**src/rtl/y_writeback.sv**
```systemverilog
// rtl/y_writeback.sv - Y SRAM write-back stage with read-modify-write and one-word merge cache
module y_writeback #(
  parameter int NUM_ROWS = 256,
  parameter int LOG2_WPR = 3,
  parameter int ADDR_W   = 11
) (
  input  logic              clock,
  input  logic              reset,
  input  logic              in_valid,
  output logic              in_ready,
  input  logic [47:0]       in_yVal,
  input  logic [15:0]       in_row,
  input  logic [15:0]       in_col,
  input  logic              in_lastFlag,
  output logic              sram_rdEn,
  output logic [ADDR_W-1:0] sram_rdAddr,
  input  logic [255:0]      sram_rdData,
  output logic              sram_wrEn,
  output logic [ADDR_W-1:0] sram_wrAddr,
  output logic [255:0]      sram_wrData,
  output logic              wb_busy,
  output logic              wb_done,
  output logic              wb_errRange
);

  // Comparison limits widened by one bit so the 16-bit row/col compare cleanly.
  localparam logic [16:0] ROW_LIM = 17'(NUM_ROWS);
  localparam logic [16:0] COL_LIM = 17'(4 << LOG2_WPR);

  typedef enum logic [1:0] {IDLE, RD, WAIT, WR} state_e;

  typedef struct packed {
    logic [47:0] val;
    logic [15:0] row;
    logic [15:0] col;
  } entry_t;

  state_e            state_q, state_d;
  entry_t            fifo_q [2];
  logic              rd_ptr_q, wr_ptr_q;
  logic [1:0]        count_q, count_d;
  logic              in_ready_q;
  logic              cache_vld_q;
  logic [ADDR_W-1:0] cache_addr_q;
  logic [255:0]      cache_data_q;
  logic [ADDR_W-1:0] rd_addr_q, wr_addr_q;
  logic [255:0]      wr_data_q;
  logic              done_q, done_d, done_arm_q;

  entry_t            head;
  logic              head_vld, in_range, hit;
  logic              push, pop, load_rd, load_wr;
  logic [ADDR_W-1:0] head_addr;
  logic [255:0]      merge_base, merged;

  assign push      = in_valid & in_ready_q;
  assign head      = fifo_q[rd_ptr_q];
  assign head_vld  = (count_q != 2'd0);
  assign in_range  = ({1'b0, head.row} < ROW_LIM) && ({1'b0, head.col} < COL_LIM);
  assign head_addr = (ADDR_W'(head.row) << LOG2_WPR) + ADDR_W'(head.col[LOG2_WPR+1:2]);
  assign hit       = cache_vld_q && (cache_addr_q == head_addr);

  // Insert the head value into its 64-bit slot of either the fresh SRAM word or the cached word.
  always_comb begin
    merge_base = (state_q == WAIT) ? sram_rdData : cache_data_q;
    merged     = merge_base;
    for (int s = 0; s < 4; s++) begin
      if (head.col[1:0] == 2'(s)) merged[64*s +: 64] = {16'h0, head.val};
    end
  end

  // Next-state and strobe decode; out-of-range heads are dropped straight from IDLE.
  always_comb begin
    state_d     = state_q;
    pop         = 1'b0;
    load_rd     = 1'b0;
    load_wr     = 1'b0;
    sram_rdEn   = 1'b0;
    sram_wrEn   = 1'b0;
    wb_errRange = 1'b0;
    case (state_q)
      IDLE: begin
        if (head_vld) begin
          if (!in_range) begin
            pop         = 1'b1;
            wb_errRange = 1'b1;
          end else if (hit) begin
            state_d = WR;
            load_wr = 1'b1;
          end else begin
            state_d = RD;
            load_rd = 1'b1;
          end
        end
      end
      RD: begin
        sram_rdEn = 1'b1;
        state_d   = WAIT;
      end
      WAIT: begin
        load_wr = 1'b1;
        state_d = WR;
      end
      WR: begin
        sram_wrEn = 1'b1;
        pop       = 1'b1;
        state_d   = IDLE;
      end
      default: state_d = IDLE;
    endcase
  end

  // FIFO occupancy and the done condition as seen after this cycle's push/pop.
  always_comb begin
    count_d = count_q;
    case ({push, pop})
      2'b10:   count_d = count_q + 2'd1;
      2'b01:   count_d = count_q - 2'd1;
      default: count_d = count_q;
    endcase
    done_d = done_arm_q & in_lastFlag & (state_d == IDLE) & (count_d == 2'd0);
  end

  // Control state, cache, address/data holding registers and done pulse.
  always_ff @(posedge clock or negedge reset) begin
    if (!reset) begin
      state_q      <= IDLE;
      rd_ptr_q     <= 1'b0;
      wr_ptr_q     <= 1'b0;
      count_q      <= 2'd0;
      in_ready_q   <= 1'b0;
      cache_vld_q  <= 1'b0;
      cache_addr_q <= '0;
      cache_data_q <= '0;
      rd_addr_q    <= '0;
      wr_addr_q    <= '0;
      wr_data_q    <= '0;
      done_q       <= 1'b0;
      done_arm_q   <= 1'b1;
    end else begin
      state_q    <= state_d;
      count_q    <= count_d;
      in_ready_q <= (count_d != 2'd2);
      if (push) wr_ptr_q <= ~wr_ptr_q;
      if (pop)  rd_ptr_q <= ~rd_ptr_q;
      if (load_rd) rd_addr_q <= head_addr;
      if (load_wr) begin
        wr_addr_q <= head_addr;
        wr_data_q <= merged;
      end
      if (state_q == WR) begin
        cache_vld_q  <= 1'b1;
        cache_addr_q <= wr_addr_q;
        cache_data_q <= wr_data_q;
      end
      done_q <= done_d;
      if (!in_lastFlag)  done_arm_q <= 1'b1;
      else if (done_d)   done_arm_q <= 1'b0;
    end
  end

  // FIFO payload storage needs no reset; occupancy guards every read.
  always_ff @(posedge clock) begin
    if (push) fifo_q[wr_ptr_q] <= '{val: in_yVal, row: in_row, col: in_col};
  end

  assign in_ready    = in_ready_q;
  assign sram_rdAddr = rd_addr_q;
  assign sram_wrAddr = wr_addr_q;
  assign sram_wrData = wr_data_q;
  assign wb_busy     = head_vld | (state_q != IDLE);
  assign wb_done     = done_q;

endmodule

```
**config.mk**
```make
export PLATFORM = sky130hd
export DESIGN_NAME = y_writeback
export DESIGN_NICKNAME = d
export VERILOG_FILES = /design/src/rtl/y_writeback.sv
export SDC_FILE = /design/constraint.sdc
export NUM_CORES = 1
export LEC_CHECK = 0
export CORE_ASPECT_RATIO = 1.2
export CORE_UTILIZATION = 52
export DETAILED_ROUTE_END_ITERATION = 7
export GPL_TIMING_DRIVEN = 0
export PLACE_DENSITY = 0.81
export SLEW_MARGIN = 10
export SYNTH_ARGS = -nofsm -noshare
export SYNTH_HDL_FRONTEND = slang
export SYNTH_SLANG_ARGS = --single-unit
```
**constraint.sdc**
```tcl
create_clock -name clock -period 5.3 [get_ports clock]
set_clock_uncertainty 0.15 [all_clocks]
set_input_delay 1.06 -clock clock [delete_from_list [all_inputs] [get_ports clock]]
set_output_delay 1.06 -clock clock [all_outputs]
set_load 0.05 [all_outputs]
```
==> metrics <==
distinct cell type count after synthesis 47; # IOs about 620; worst path required time ~5600 ps; drt initial violations 2154; largest area contributor in the netlist dfrtp_1; die area 0.0604 mm2; met2 routed WL 52.6 mm; critical path arrival 4790 ps; leakage roughly 16 nW; RePlAce Congestion 0.920; sequential share of power 31.4%; Setup Fix Bufs, Post-CTS 0; pin count of the biggest net entering global routing 113; Final HPWL DP about 80 mm; CTS tree built; 1st-pass router iterations 5; Synth top area share 44.9%; WL/cell 25.9 um; Max Buffers Root-to-Sink 3; nets@finish 3637; CTS Buf Count 71; first-pass GRT wire length ~160 mm; syn nets 2931; Synth Area per Inst 11.9 um2; Cells after Synth 2586; Die Y 269 um; clock transition at the registers of the reported paths 60 ps; clock share of power between 15 and 20%; Worst path depth 9; Final Hold Fails 0; clk root buf clkbuf_16; Initial Utilization 52.8%; WL final 108 mm; VDD IR max ~420 uV; H-tree levels 3; Worst slew margin 8.98%; Critical Path Fanout Max 10; Slew @ Worst Pin 1370 ps; total grt overflow 0; Core Footprint roughly 0.058 mm2; # Max-Cap Violations 0; commonest non-fill, non-tap cells in the layout clkdlybuf4s50_1, dfrtp_1, mux2_2, nand2_1, o21ai_1; slowest CP cell clkbuf_1; Net Sw Frac between 40 and 50%; port bufs approximately 620; Setup CP Type flop to flop; Yosys reg bits 715; period utilisation layout 84.3%; Seq/Total Area, Yosys 60.5%; fin crit period around 4500 ps; initial antenna violation count 44; number of flops mapped to enable cells by yosys 160; CP top delay family buffers and inverters; Synth area leaders dfrtp_1, mux2_2, edfxtp_1, nand2_1, o21ai_1; most frequent CP cell clkbuf_1; Max Slew Vio Count 0; DRC 0; CP Launch Type flop; Worst Hold Class primary input to asynchronous set/reset pin; CTS resizes 0; DR vias 24800; Core Rows 97; NetSw 0.0137 W; r2r worst-path depth 9; Power Density 749 mW/mm2; gr usage total 35.4%; CP Cell Sequence buf_2 > clkbuf_1 > nand2_1 > o22ai_2 > clkbuf_1 > clkbuf_1 > nand2_1 > o21ai_0 > o21ai_1; setup_tns 0 ps; Hold Buf Count CTS 0; Worst setup EP type flop; Async S/R FF share, synth between 70% and 80%; Synth Flop Type dfrtp_1; P_int 0.0168 W; Gate power share 52.1%; antenna-violating nets left 0; clock sinks 715; met3 wire len 9.33 mm; most common cell after layout, fill and taps aside clkdlybuf4s50_1; Final setup viols 0; met1 WL 39.2 mm; die width between 200 and 250 um; RSZ-0062 raised after global routing false; run status complete, no violations; # fillers 4161; via density per instance 5.93; Area Overhead vs Synth 32.1%; hold_ws 233 ps; synth warn 0; worst path bufs/invs 4; highest routing layer actually used met5; vias in the first global route 25400; fmax 224 MHz; Skew-Pair Late Insertion Delay 620 ps; mapped cell area 0.0309 mm2; layout cell share with drive strength beyond 1 18.5%; slowest stage delay, CP around 830 ps
final timing paths:
| check | start | endpoint | slack, ps |
|---|---|---|---|
| min | reset | sram_wrData[86]$_DFFE_PN0P_ | 230 |
| max reg2reg | rd_ptr_q$_DFFE_PN0P_ | sram_wrData[89]$_DFFE_PN0P_ | 830 |
| min in group clock | cache_vld_q$_DFFE_PN0P_ | cache_vld_q$_DFFE_PN0P_ | 340 |
| max | rd_ptr_q$_DFFE_PN0P_ | sram_wrData[89]$_DFFE_PN0P_ | 830 |
| max in group asynchronous | reset | cache_data_q[251]$_DFFE_PN0P_ | 3040 |
| min reg2reg | cache_vld_q$_DFFE_PN0P_ | cache_vld_q$_DFFE_PN0P_ | 340 |
flip-flops by register name, indices dropped and copies added (netlist names), 2 cells and up:
name / count
sram_wrData: 256
count_q: 2
sram_rdAddr: 11
sram_wrAddr: 11
fifo_q: 160
cache_addr_q: 11
cache_data_q: 256
state_q: 2
Yosys cell counts (2+ instances only):
library cell,count
clkbuf_1,149
edfxtp_1,160
nor4_1,6
and4_1,2
buf_6,17
nand2b_1,6
o22a_1,2
inv_1,5
buf_1,11
nor2b_1,2
xnor2_1,11
nand2_1,455
a22oi_1,2
o21ai_1,200
nor4_4,2
xor2_1,4
ha_1,5
dfrtp_1,554
a21oi_1,86
nand3_1,66
a31oi_1,76
buf_2,13
mux2i_1,59
nand4_1,4
nor3_1,14
mux2_2,459
nor2_1,8
o21ai_0,189
power groups by stage:
stage          logic, W  clock network, W  registers (W)
2_1_floorplan   0.00687                 0         0.0127
3_3_place_gp     0.0152                 0        0.00949
3_5_place_dp     0.0157                 0        0.00959
4_1_cts          0.0158           0.00509        0.00952
5_1_grt          0.0167           0.00531        0.00979
6_report         0.0159           0.00506        0.00958
per-layer routing:
metal | vias up | track usage, %
met1 | 12500 | 40.6
met3 | 343 | 9.89
met4 | 26 | 23.0
met5 | - | 0
met2 | 1275 | 58.2
li1 | 10600 | -
per-stage QoR:
step	cell area [um2]	util [%]	setup slack, ps	std cells	power [W]
after global placement	38100	65.2	-20840	4001	0.0247
after CTS	40700	69.6	949	4141	0.0304
after global routing	40800	69.7	745	4171	0.0318
after detailed placement	38400	65.7	963	4011	0.0253
final	40800	69.7	834	4175	0.0306
after floorplan	30900	-	105	2586	0.0196
cell type report:
class                           count  area (um2)  share of cell area (%)
Sequential cell                   715       18700                    45.8
Multi-Input combinational cell   1675       11300                    27.8
Timing Repair Buffer              633        6500                    15.9
Clock buffer                      108        2100                    5.15
Tap cell                          792         991                    2.43
Buffer                            191         865                    2.12
Clock inverter                     22         210                   0.515
Antenna cell                       34        85.1                   0.209
Inverter                            5        18.8                  0.0460
logic make-up after synthesis:
logic type      after synthesis  synth area share, %
compound gates              567                 9.72
mux                         518                 18.6
buf+inv                     196                 2.86
xor+xnor                     15                0.425
fa+ha+maj                     5                0.203
simple gates                570                 7.62
flops                       715                 60.5
Power figures use the tool's default switching activity.
